==> src/rtl/keypad_entry_if.sv <==
// Keypad entry signal bundle: scan controls and row lines in, column drive and entry results out.
interface keypad_entry_if;
    logic        en;
    logic        clear;
    logic [3:0]  row;
    logic [3:0]  col;
    logic [15:0] value;
    logic [3:0]  key_code;
    logic        key_valid;
    logic        key_held;

    modport master (
        output en, clear, row,
        input  col, value, key_code, key_valid, key_held
    );

    modport slave (
        input  en, clear, row,
        output col, value, key_code, key_valid, key_held
    );
endinterface

==> src/rtl/keypad_entry.sv <==
// 4x4 keypad scanner: column scan, debounce of press and release, hex digit entry register.
module keypad_entry #(
    parameter int unsigned SCAN_DIV     = 50000,
    parameter int unsigned DEBOUNCE_CNT = 100000
) (
    input  logic          clk,
    input  logic          reset,
    keypad_entry_if.slave kp
);
    localparam int unsigned CNT_MAX = (SCAN_DIV > DEBOUNCE_CNT) ? SCAN_DIV : DEBOUNCE_CNT;
    localparam int unsigned CW      = $clog2(CNT_MAX + 1);
    localparam logic [CW-1:0] SCAN_LAST = CW'(SCAN_DIV - 1);
    localparam logic [CW-1:0] DEB_LAST  = CW'(DEBOUNCE_CNT - 1);

    typedef enum logic [1:0] {
        SCAN     = 2'd0,
        DEBOUNCE = 2'd1,
        HELD     = 2'd2,
        RELEASE  = 2'd3
    } state_t;

    state_t        state_q, state_n;
    logic [1:0]    col_idx_q, col_idx_n;
    logic [CW-1:0] cnt_q, cnt_n;
    logic [3:0]    cap_row_q, cap_row_n;
    logic [3:0]    row_s1, row_s2;
    logic [3:0]    col_n;
    logic          held_n;
    logic          accept;
    logic [3:0]    key_now;

    // True when exactly one row line is pulled low.
    function automatic logic single_low(input logic [3:0] p);
        logic [3:0] inv;
        inv = ~p;
        return (inv != 4'd0) && ((inv & (inv - 4'd1)) == 4'd0);
    endfunction

    // Row index of a single-low pattern.
    function automatic logic [1:0] low_index(input logic [3:0] p);
        case (p)
            4'b1110: return 2'd0;
            4'b1101: return 2'd1;
            4'b1011: return 2'd2;
            default: return 2'd3;
        endcase
    endfunction

    // Row-major keypad legend.
    function automatic logic [3:0] key_map(input logic [1:0] r, input logic [1:0] c);
        case ({r, c})
            4'd0:    return 4'h1;
            4'd1:    return 4'h2;
            4'd2:    return 4'h3;
            4'd3:    return 4'hA;
            4'd4:    return 4'h4;
            4'd5:    return 4'h5;
            4'd6:    return 4'h6;
            4'd7:    return 4'hB;
            4'd8:    return 4'h7;
            4'd9:    return 4'h8;
            4'd10:   return 4'h9;
            4'd11:   return 4'hC;
            4'd12:   return 4'h0;
            4'd13:   return 4'hF;
            4'd14:   return 4'hE;
            default: return 4'hD;
        endcase
    endfunction

    assign key_now = key_map(low_index(cap_row_q), col_idx_q);

    // Next-state, counter and column selection.
    always_comb begin
        state_n   = state_q;
        col_idx_n = col_idx_q;
        cnt_n     = cnt_q;
        cap_row_n = cap_row_q;
        held_n    = kp.key_held;
        accept    = 1'b0;

        if (!kp.en) begin
            state_n   = SCAN;
            col_idx_n = 2'd0;
            cnt_n     = '0;
            held_n    = 1'b0;
        end else begin
            case (state_q)
                SCAN: begin
                    if (kp.col == 4'hF) begin
                        // Resuming from pause: the dwell starts once the column is driven.
                        cnt_n = '0;
                    end else if (cnt_q == SCAN_LAST) begin
                        cnt_n = '0;
                        if (single_low(row_s2)) begin
                            cap_row_n = row_s2;
                            state_n   = DEBOUNCE;
                        end else begin
                            col_idx_n = col_idx_q + 2'd1;
                        end
                    end else begin
                        cnt_n = cnt_q + CW'(1);
                    end
                end
                DEBOUNCE: begin
                    if (row_s2 != cap_row_q) begin
                        cnt_n     = '0;
                        col_idx_n = col_idx_q + 2'd1;
                        state_n   = SCAN;
                    end else if (cnt_q == DEB_LAST) begin
                        cnt_n   = '0;
                        accept  = 1'b1;
                        held_n  = 1'b1;
                        state_n = HELD;
                    end else begin
                        cnt_n = cnt_q + CW'(1);
                    end
                end
                HELD: begin
                    cnt_n = '0;
                    if (row_s2 == 4'hF) begin
                        state_n = RELEASE;
                    end
                end
                RELEASE: begin
                    if (row_s2 != 4'hF) begin
                        cnt_n   = '0;
                        state_n = HELD;
                    end else if (cnt_q == DEB_LAST) begin
                        cnt_n     = '0;
                        held_n    = 1'b0;
                        col_idx_n = col_idx_q + 2'd1;
                        state_n   = SCAN;
                    end else begin
                        cnt_n = cnt_q + CW'(1);
                    end
                end
                default: begin
                    state_n = SCAN;
                    cnt_n   = '0;
                end
            endcase
        end

        col_n = kp.en ? ~(4'b0001 << col_idx_n) : 4'hF;
    end

    // State, synchronizer and registered outputs.
    always_ff @(posedge clk) begin
        if (reset) begin
            state_q      <= SCAN;
            col_idx_q    <= 2'd0;
            cnt_q        <= '0;
            cap_row_q    <= 4'hF;
            row_s1       <= 4'hF;
            row_s2       <= 4'hF;
            kp.col       <= 4'b1110;
            kp.value     <= 16'h0000;
            kp.key_code  <= 4'h0;
            kp.key_valid <= 1'b0;
            kp.key_held  <= 1'b0;
        end else begin
            row_s1       <= kp.row;
            row_s2       <= row_s1;
            state_q      <= state_n;
            col_idx_q    <= col_idx_n;
            cnt_q        <= cnt_n;
            cap_row_q    <= cap_row_n;
            kp.col       <= col_n;
            kp.key_valid <= accept;
            kp.key_held  <= held_n;
            if (accept) begin
                kp.key_code <= key_now;
            end
            if (kp.clear) begin
                kp.value <= 16'h0000;
            end else if (accept) begin
                kp.value <= {kp.value[11:0], key_now};
            end
        end
    end
endmodule

==> src/flat_wrapper.sv <==
// flat-port wrapper written by rule: the top's interface ports become plain ports
module keypad_entry_flat 
#(
    parameter int unsigned SCAN_DIV     = 50000,
    parameter int unsigned DEBOUNCE_CNT = 100000
)
  (clk, reset, kp_en, kp_clear, kp_row, kp_col, kp_value, kp_key_code, kp_key_valid, kp_key_held);
  keypad_entry_if kp_i ();
  input  logic clk;
  input  logic reset;
  input wire logic [$bits(kp_i.en)-1:0] kp_en;
  input wire logic [$bits(kp_i.clear)-1:0] kp_clear;
  input wire logic [$bits(kp_i.row)-1:0] kp_row;
  output wire logic [$bits(kp_i.col)-1:0] kp_col;
  output wire logic [$bits(kp_i.value)-1:0] kp_value;
  output wire logic [$bits(kp_i.key_code)-1:0] kp_key_code;
  output wire logic [$bits(kp_i.key_valid)-1:0] kp_key_valid;
  output wire logic [$bits(kp_i.key_held)-1:0] kp_key_held;
  assign kp_i.en = kp_en;
  assign kp_i.clear = kp_clear;
  assign kp_i.row = kp_row;
  assign kp_col = kp_i.col;
  assign kp_value = kp_i.value;
  assign kp_key_code = kp_i.key_code;
  assign kp_key_valid = kp_i.key_valid;
  assign kp_key_held = kp_i.key_held;
  keypad_entry #(.SCAN_DIV(SCAN_DIV), .DEBOUNCE_CNT(DEBOUNCE_CNT)) u_core (.clk(clk), .reset(reset), .kp(kp_i));
endmodule
==> config.mk <==
export PLATFORM = sky130hd
export DESIGN_NAME = keypad_entry_flat
export DESIGN_NICKNAME = d
export VERILOG_FILES = /design/src/rtl/keypad_entry_if.sv /design/src/rtl/keypad_entry.sv /design/src/flat_wrapper.sv
export SDC_FILE = /design/constraint.sdc
export NUM_CORES = 1
export LEC_CHECK = 0
export BUFFER_PORTS_ARGS = -buffer_cell sky130_fd_sc_hd__buf_4
export CAP_MARGIN = 20
export CORE_UTILIZATION = 40
export DETAILED_ROUTE_END_ITERATION = 7
export PLACE_DENSITY = 0.57
export SLEW_MARGIN = 40
export SYNTH_ARGS = -nofsm -noshare
export SYNTH_HDL_FRONTEND = slang
export SYNTH_SLANG_ARGS = --single-unit
==> constraint.sdc <==
create_clock -name clk -period 2.84 [get_ports clk]
set_input_delay 0 -clock clk [delete_from_list [all_inputs] [get_ports clk]]
set_output_delay 0 -clock clk [all_outputs]
set_load 0.03 [all_outputs]
==> results.json, run 1 <==
{
  "start_util": 0.423,
  "drive_gt1_frac": 0.202,
  "rows": 28,
  "cts_made_buffers": 9,
  "synth_top_family_by_area": "simple AND/OR/NAND/NOR gates",
  "root_buffer": "clkbuf_8",
  "fillCellCount": 606,
  "fp.coreArea_mm2": 0.00603,
  "synthAdderAreaFrac": 0.0245,
  "synth_flop_cell": "dfxtp_1",
  "crit_chain": "or4_4 -> or3_4 -> or3_4 -> a31oi_1 -> o311ai_1 -> or3_1",
  "arrival_ns": 2.69,
  "synth_seq_cells": 59,
  "critPathKind": "reg -> reg",
  "cp_max_fo": 5,
  "hp-start": "kp_clear",
  "yosys_warnings": 0,
  "routedWlPerCell_um": 12.7,
  "synth-edff-count": 0,
  "dr.first_iter.drc_count": 88,
  "fmax_mhz": 404,
  "synth.distinct_cells": 43,
  "syn_inst": 294,
  "grt_pass1_vias": 1914,
  "post_cts_buffers": 0,
  "clk_pin_slew_ns": 0.07,
  "layout_common_cells": "dfxtp_1, nand2_1, nor2_1, buf_4, a21oi_1",
  "drt-pass1-iter-count": 4,
  "ant_nets": 0,
  "r2r-start": "u_core.cnt_q[5]",
  "holdPathEnd": "u_core.kp.value[15]",
  "synth.area.mux_share": 0.0211,
  "diodes": 0,
  "syn_area_mm2": 0.00255,
  "crit_path_max_incr_delay_ns": 0.54,
  "cp_slowest_cell": "or4_4",
  "max-clock-path-buffers": 2,
  "endpoint_kind": "flip-flop",
  "port_buffers": 33,
  "rsz0062_at_grt": "false",
  "cts_tree": "built",
  "worst_pin_slew_ns": 0.571,
  "area_delta_synth_final_pct": 22.8,
  "grtUsageTotal": 0.172,
  "slew_viol_final": 0,
  "synth.net_count": 307,
  "synth-xor-area-share": 0.0790,
  "reg2regPathDepth": 6,
  "synth-seq-area-share": 0.463,
  "layout.cells.most_common": "dfxtp_1",
  "cts_resized": 0,
  "antenna_found_initial": 0,
  "die_width_um": 81.9,
  "rrSetupSlack_ns": 0.36,
  "die_area_mm2": 0.00670,
  "critPathLaunch": "u_core.cnt_q[5]",
  "die_h_um": 81.9,
  "htree_num_levels": 3,
  "min_path_cells": 3,
  "place_congestion": 0.810,
  "hold_violations": 0,
  "async_flop_share": 0,
  "drv_cap": 0,
  "fin_worst_skew_ns": 0.00691,
  "cp_common_cell": "or3_4",
  "grt_pass1_wl_um": 8670,
  "grt_overflow_total": 0,
  "setup_tns_ns": 0,
  "maxSlewHeadroom": 0.616,
  "powerDensity_mw_per_mm2": 526,
  "worstPathRequired_ns": 3.05,
  "drc": 0,
  "grt_max_degree": 24,
  "critPathLaunchType": "flip-flop",
  "hold_ws_ns": 0.144,
  "top_level_ports": 34,
  "synthSimpleGateAreaFrac": 0.291,
  "synth_compound_area_frac": 0.0932,
  "dp_hpwl_um": 3810,
  "vias_per_cell": 5.06,
  "fin_nets": 349,
  "syn_avg_cell_area_um2": 8.68,
  "r2r_end": "u_core.kp.col[3]",
  "wl_um": 5300,
  "cts.sinks": 59,
  "worstSkewPairLatency_ns": 0.33,
  "min_period_ns": 2.48,
  "ir_worst_vdd_uv": 304,
  "outcome": "complete, no violations",
  "leakage_nw": 1.18,
  "min_period_over_period": 0.873,
  "hold_class": "in -> reg",
  "num_vias": 2106,
  "setup_viol": 0
}
cell usage after synthesis, types with 6 or more instances:
cell,instances,share of area
and3_1,6,0.015
clkbuf_1,9,0.013
xor2_1,12,0.041
or2_2,9,0.022
nand2_1,41,0.060
a21oi_1,18,0.035
nand3_1,10,0.020
nor3_1,12,0.024
dfxtp_1,59,0.46
xnor2_1,11,0.038
nor2_1,40,0.059
worst max path at each step:
stage                             endpoint  slack, ns  depth (start not counted)
after floorplan           u_core.kp.col[3]       0.51                          6
after global placement    u_core.kp.col[3]       0.42                          6
after detailed placement  u_core.kp.col[3]       0.38                          6
after CTS                 u_core.kp.col[3]       0.37                          6
after global routing      u_core.kp.col[3]       0.24                          6
final                     u_core.kp.col[3]       0.36                          6
state kept, by name, indices dropped and copies added, names as in the netlist:
name / cells
u_core.cap_row_q: 4
u_core.cnt_q: 17
u_core.col_idx_q: 2
u_core.kp.col: 4
u_core.kp.key_code: 4
u_core.kp.key_held: 1
u_core.kp.key_valid: 1
u_core.kp.value: 16
u_core.row_s1: 4
u_core.row_s2: 4
u_core.state_q: 2
report_power, final:
| group | switching, W | total [W] | internal (W) | leakage [nW] |
|---|---|---|---|---|
| Clock | 0.000327 | 0.000751 | 0.000425 | 0.0991 |
| Combinational | 0.0000309 | 0.0000568 | 0.0000260 | 0.604 |
| Sequential | 0.00000584 | 0.000840 | 0.000835 | 0.478 |
worst max-delay path, delay by kind of cell, from the launching register on:
family	cells	cell delay [ns]
AO/OA/AOI/OAI	2	0.37
flip-flops	1	0.35
AND/OR/NAND/NOR	4	1.65
per-layer routing:
| metal | track usage | part of all wire | vias up |
|---|---|---|---|
| met2 | 0.248 | 0.43 | 36 |
| met5 | 0 | 0 | - |
| met1 | 0.238 | 0.51 | 967 |
| met4 | 0.0789 | 0.016 | 0 |
| li1 | - | - | 1094 |
| met3 | 0.0444 | 0.042 | 9 |
stage by stage:
step                      area, µm²  utilization  total power [W]  instances  setup slack [ns]
final                          3130        0.520          0.00165        416             0.362
after floorplan                2550            -         0.000892        294             0.507
after global routing           3130        0.520          0.00171        416             0.240
after detailed placement       2880        0.478         0.000910        394             0.378
after CTS                      3130        0.520          0.00167        416             0.368
after global placement         2880        0.478         0.000910        394             0.421
cell type report:
type	instances	area, µm²	share of cell area
multi-input combinational	217	1300	0.415
sequential	59	1180	0.377
timing repair buffer	44	345	0.110
clock buffer	11	141	0.0451
tap	75	93.8	0.0300
clock inverter	5	52.6	0.0168
inverter	5	18.8	0.00599
timing repair:
action	CTS	global route
hold buffers	6	0
hold endpoints to repair	9	0
endpoints found under the setup margin	0	0
cell families after synthesis:
logic type	Yosys count
AO/OA/AOI/OAI	37
adder cells (fa/ha/maj)	5
flip-flops	59
multiplexers	4
XOR/XNOR	23
buffers and inverters	18
AND/OR/NAND/NOR	148
Power figures use the tool's default switching activity.
==> run 2: changes to the inputs <==
CORE_MARGIN = 2   (was default)
==> run 2 against run 1 <==
Non-clock buffer count decreased by 2. Utilization decreased by 2.0 points. Die area increased by 4.9%. Power decreased by 0.20%. Clock-buffer cell count increased by 2. Clock skew about the same. Sequential share of layout area increased by 0.18 points. Global-route usage decreased by 2.0 points. Design area decreased by 0.48%. Critical path depth unchanged. Setup slack improved by 0.027 ns. Register-to-register slack improved by 0.03 ns.
==> results.json, run 2 (synthesized netlist as in run 1, its figures left out) <==
{
  "rows": 29,
  "cts_made_buffers": 9,
  "cp_common_cell": "or3_4",
  "worstSkewPairLatency_ns": 0.33,
  "min_period_over_period": 0.863,
  "drv_cap": 0,
  "crit_path_max_incr_delay_ns": 0.54,
  "drt-pass1-iter-count": 4,
  "antenna_found_initial": 0,
  "grt_pass1_wl_um": 8560,
  "maxSlewHeadroom": 0.629,
  "rrSetupSlack_ns": 0.39,
  "ant_nets": 0,
  "fmax_mhz": 408,
  "die_area_mm2": 0.00703,
  "setup_viol": 0,
  "fp.coreArea_mm2": 0.00624,
  "die_width_um": 83.9,
  "place_congestion": 0.796,
  "area_delta_synth_final_pct": 22.2,
  "endpoint_kind": "flip-flop",
  "rsz0062_at_grt": "false",
  "crit_buf_inv": 0,
  "diodes": 0,
  "critPathKind": "reg -> reg",
  "drc": 0,
  "outcome": "complete, no violations",
  "r2r_end": "u_core.kp.col[3]",
  "slew_viol_final": 0,
  "wl_um": 5170,
  "grt_pass1_vias": 1866,
  "worst_pin_slew_ns": 0.548,
  "cts.sinks": 59,
  "dp_hpwl_um": 3630,
  "port_buffers": 33,
  "cts_tree": "built",
  "dr.first_iter.drc_count": 58,
  "crit_chain": "or4_4 -> or3_4 -> or3_4 -> a31oi_1 -> o311ai_1 -> or3_1",
  "cp_slowest_cell": "or4_4",
  "arrival_ns": 2.67,
  "r2r-start": "u_core.cnt_q[5]",
  "setup_tns_ns": 0,
  "cp-endpoint": "u_core.kp.col[3]",
  "critPathLaunch": "u_core.cnt_q[5]",
  "reg2regPathDepth": 6,
  "post_cts_buffers": 0,
  "layout.cells.most_common": "dfxtp_1",
  "top_level_ports": 34,
  "powerDensity_mw_per_mm2": 528,
  "drive_gt1_frac": 0.195,
  "routedWlPerCell_um": 12.5,
  "reg_top3": "u_core.cnt_q (17), u_core.kp.value (16)",
  "layout_common_cells": "dfxtp_1, nand2_1, nor2_1, buf_4, a21oi_1",
  "clk_pin_slew_ns": 0.06,
  "root_buffer": "clkbuf_8",
  "leakage_nw": 1.17,
  "min_period_ns": 2.45,
  "cpLargestDelayFamily": "simple AND/OR/NAND/NOR gates",
  "ir_worst_vdd_uv": 289,
  "power.total_w": 0.00164,
  "critPathLaunchType": "flip-flop",
  "grtUsageTotal": 0.153,
  "grt_max_degree": 24,
  "regMostFlops": "u_core.cnt_q",
  "fin_worst_skew_ns": 0.00656,
  "num_vias": 2068,
  "fin_nets": 347,
  "die_h_um": 83.9,
  "grt_overflow_total": 0,
  "largest_reg_flops": 17,
  "worstPathRequired_ns": 3.06,
  "cp_max_fo": 5,
  "htree_num_levels": 3,
  "hold_violations": 0,
  "path_depth": 6,
  "start_util": 0.409,
  "max-clock-path-buffers": 2,
  "hold_class": "in -> reg",
  "vias_per_cell": 4.98
}
[run 2: worst min-delay path by stage]
stage | start | end | slack [ns] | cells after the start
2_1_floorplan | kp_row[0] | u_core.row_s1[0] | 0.10 | 1
3_3_place_gp | kp_row[2] | u_core.row_s1[2] | 0.19 | 2
3_5_place_dp | kp_row[1] | u_core.row_s1[1] | 0.19 | 2
4_1_cts | reset | u_core.kp.key_valid | 0.002 | 2
5_1_grt | reset | u_core.col_idx_q[0] | 0.02 | 2
6_report | reset | u_core.col_idx_q[0] | 0.007 | 2
[run 2: area by class of cell]
cell class                      count  area [µm²]
Sequential cell                    59        1180
Clock buffer                       13         159
Clock inverter                      2        35.0
Timing Repair Buffer               42         328
Inverter                            5        18.8
Fill cell                         619        3120
Multi-Input combinational cell    217        1300
Tap cell                           77        96.3
[run 2: through the flow]
stage          setup WS [ns]  cell area, µm²  std cells  utilization  hold WS, ns
3_5_place_dp           0.393            2870        395        0.460        0.186
2_1_floorplan          0.507            2550        294            -        0.104
3_3_place_gp           0.423            2870        395        0.460        0.186
6_report               0.389            3120        415        0.499      0.00669
5_1_grt                0.251            3120        415        0.499       0.0177
4_1_cts                0.380            3120        415        0.499      0.00188
[run 2: report_power, final]
part | leakage, nW | internal [W] | total [W] | switching (W)
Combinational | 0.596 | 0.0000251 | 0.0000559 | 0.0000309
Clock | 0.0995 | 0.000447 | 0.000749 | 0.000301
Sequential | 0.478 | 0.000835 | 0.000840 | 0.00000551
Total | 1.17 | 0.00131 | 0.00164 | 0.000338
[run 2: repair_timing]
item,CTS,global route
gates resized for setup,0,0
endpoints found under the hold margin,7,0
hold buffers,5,0
[run 2: worst register-to-register path, stage by stage (launching register included)]
cell      delay, ns
dfxtp_1        0.35
or4_4          0.54
or3_4          0.37
or3_4          0.38
a31oi_1        0.19
o311ai_1       0.17
or3_1          0.34
[run 2: routing by layer]
layer | GRT usage | wire length (µm) | up-vias
li1 | - | - | 1079
met1 | 0.182 | 2500 | 943
met2 | 0.249 | 2410 | 42
met3 | 0.0613 | 223 | 4
met4 | 0.0528 | 33 | 0
met5 | 0 | 0 | -
==> run 3: changes to the inputs <==
CORE_MARGIN = 10   (was 2)
PLACE_DENSITY = 0.56   (was 0.57)
==> run 3 against run 2 <==
Critical path depth is the same. Power grew 14%. Sequential cell count is the same. Design area grew 2.4%. Die area grew 42%. Final cell count grew 0.48%. Utilization grew 0.93 points. Fmax shrank 1.4%. Sequential share of layout area shrank 0.91 points. Routed wire length grew 5.2%. Non-clock buffer count grew 1. Critical path type unchanged.
==> results.json, run 3 (synthesized netlist as in run 1, its figures left out) <==
{
  "grt_pass1_vias": 1859,
  "layout.cells.most_common": "dfxtp_1",
  "routedWlPerCell_um": 13.0,
  "endpoint_kind": "flip-flop",
  "leakage_nw": 1.21,
  "setup_tns_ns": 0,
  "outcome": "complete, no violations",
  "clk_pin_slew_ns": 0.07,
  "fin_nets": 348,
  "htree_num_levels": 3,
  "critPathLaunchType": "flip-flop",
  "cts.sinks": 59,
  "cp_common_cell": "or3_4",
  "top_layer": "met4",
  "grt_pass1_wl_um": 8870,
  "antenna_found_initial": 0,
  "regMostFlops": "u_core.cnt_q",
  "place_congestion": 0.786,
  "drv_cap": 0,
  "diodes": 0,
  "fp.coreArea_mm2": 0.00628,
  "critPathKind": "reg -> reg",
  "dp_cells": 395,
  "ir_worst_vdd_uv": 302,
  "worstPathRequired_ns": 3.06,
  "cts_tree": "built",
  "max-clock-path-buffers": 2,
  "drt-met1-wl_um": 2810,
  "crit_path_max_incr_delay_ns": 0.54,
  "crit_chain": "or4_4 -> or3_4 -> or3_4 -> a31oi_1 -> o311ai_1 -> or3_1",
  "wl_met2_um": 2270,
  "cts_made_buffers": 9,
  "fin_worst_skew_ns": 0.00451,
  "slew_viol_final": 0,
  "drt-pass1-iter-count": 4,
  "ant_nets": 0,
  "start_util": 0.406,
  "crit_buf_inv": 0,
  "drive_gt1_frac": 0.203,
  "min_period_over_period": 0.875,
  "area_delta_synth_final_pct": 25.2,
  "cp_slowest_cell": "or4_4",
  "hold_class": "in -> reg",
  "powerDensity_mw_per_mm2": 588,
  "dr.first_iter.drc_count": 65,
  "die_width_um": 99.9,
  "worst_pin_slew_ns": 0.641,
  "root_buffer": "clkbuf_8",
  "fmax_mhz": 402,
  "die_area_mm2": 0.00997,
  "setup_viol": 0,
  "largest_reg_flops": 17,
  "drc": 0,
  "hold_violations": 0,
  "wl_um": 5440,
  "reg_top3": "u_core.cnt_q (17), u_core.kp.value (16)",
  "rsz0062_at_grt": "false",
  "port_buffers": 33,
  "dp_hpwl_um": 3800,
  "cp_max_fo": 5,
  "hold_ws_ns": 0.132,
  "grtUsageTotal": 0.109,
  "rows": 29,
  "maxSlewHeadroom": 0.570,
  "layout_common_cells": "dfxtp_1, nand2_1, nor2_1, buf_4, a21oi_1",
  "cpLargestDelayFamily": "simple AND/OR/NAND/NOR gates",
  "vias_per_cell": 4.94,
  "arrival_ns": 2.71,
  "min_period_ns": 2.49,
  "num_vias": 2060,
  "grt_max_degree": 24,
  "grt_overflow_total": 0,
  "worstSkewPairLatency_ns": 0.34,
  "die_h_um": 99.9,
  "layoutNonFillerInstCount": 417,
  "top_level_ports": 34,
  "wl_met3_um": 307
}
-- run 3: cell count changes in the layout (fill, tap and decap cells not counted), sizes merged --
cell         delta
dlygate4sd3     +1
bufinv          +2
clkbuf          -1
-- run 3: worst paths after layout --
check                   startpoint                 end  slack [ns]  depth (start not counted)
setup / recovery   u_core.cnt_q[5]    u_core.kp.col[3]        0.35                          6
hold / removal            kp_clear  u_core.kp.value[6]        0.13                          3
setup reg to reg   u_core.cnt_q[5]    u_core.kp.col[3]        0.35                          6
hold reg to reg   u_core.row_s1[2]    u_core.row_s2[2]        0.41                          1
-- run 3: timing repair --
action                                 in CTS  in global routing
setup buffers                               0                  0
endpoints found under the hold margin       8                  0
gates resized for setup                     0                  0
hold buffers                                6                  0
-- run 3: layout make-up --
| cell class | instances | area (µm²) |
|---|---|---|
| sequential | 59 | 1180 |
| tap | 77 | 96.3 |
| clock buffer | 12 | 165 |
| clock inverter | 4 | 95.1 |
| timing repair buffer | 43 | 338 |
| multi-input combinational | 217 | 1300 |
| inverter | 5 | 18.8 |
| fill | 613 | 3080 |
-- run 3: through the flow --
| step | util | setup WS, ns | power, W | area [µm²] |
|---|---|---|---|---|
| 4_1_cts | 0.509 | 0.363 | 0.00190 | 3190 |
| 3_5_place_dp | 0.458 | 0.374 | 0.000909 | 2870 |
| 5_1_grt | 0.509 | 0.261 | 0.00193 | 3190 |
| 3_3_place_gp | 0.458 | 0.425 | 0.000910 | 2870 |
| 2_1_floorplan | - | 0.507 | 0.000892 | 2550 |
| 6_report | 0.509 | 0.354 | 0.00188 | 3190 |
-- run 3: per-layer routing --
metal | vias to the layer above | GRT usage
met4 | 0 | 0.0463
met3 | 6 | 0.0467
li1 | 1085 | -
met2 | 31 | 0.152
met5 | - | 0
met1 | 938 | 0.141
-- run 3: report_power, final --
part | internal [W] | total (W) | switching [W] | leakage [nW]
Sequential | 0.000835 | 0.000840 | 0.00000534 | 0.478
Combinational | 0.0000259 | 0.0000575 | 0.0000316 | 0.600
Clock | 0.000653 | 0.000979 | 0.000325 | 0.133
-- run 3: worst register-to-register path: stages (launching register included) --
cell	delay, ns
dfxtp_1	0.35
or4_4	0.54
or3_4	0.37
or3_4	0.39
a31oi_1	0.20
o311ai_1	0.18
or3_1	0.35
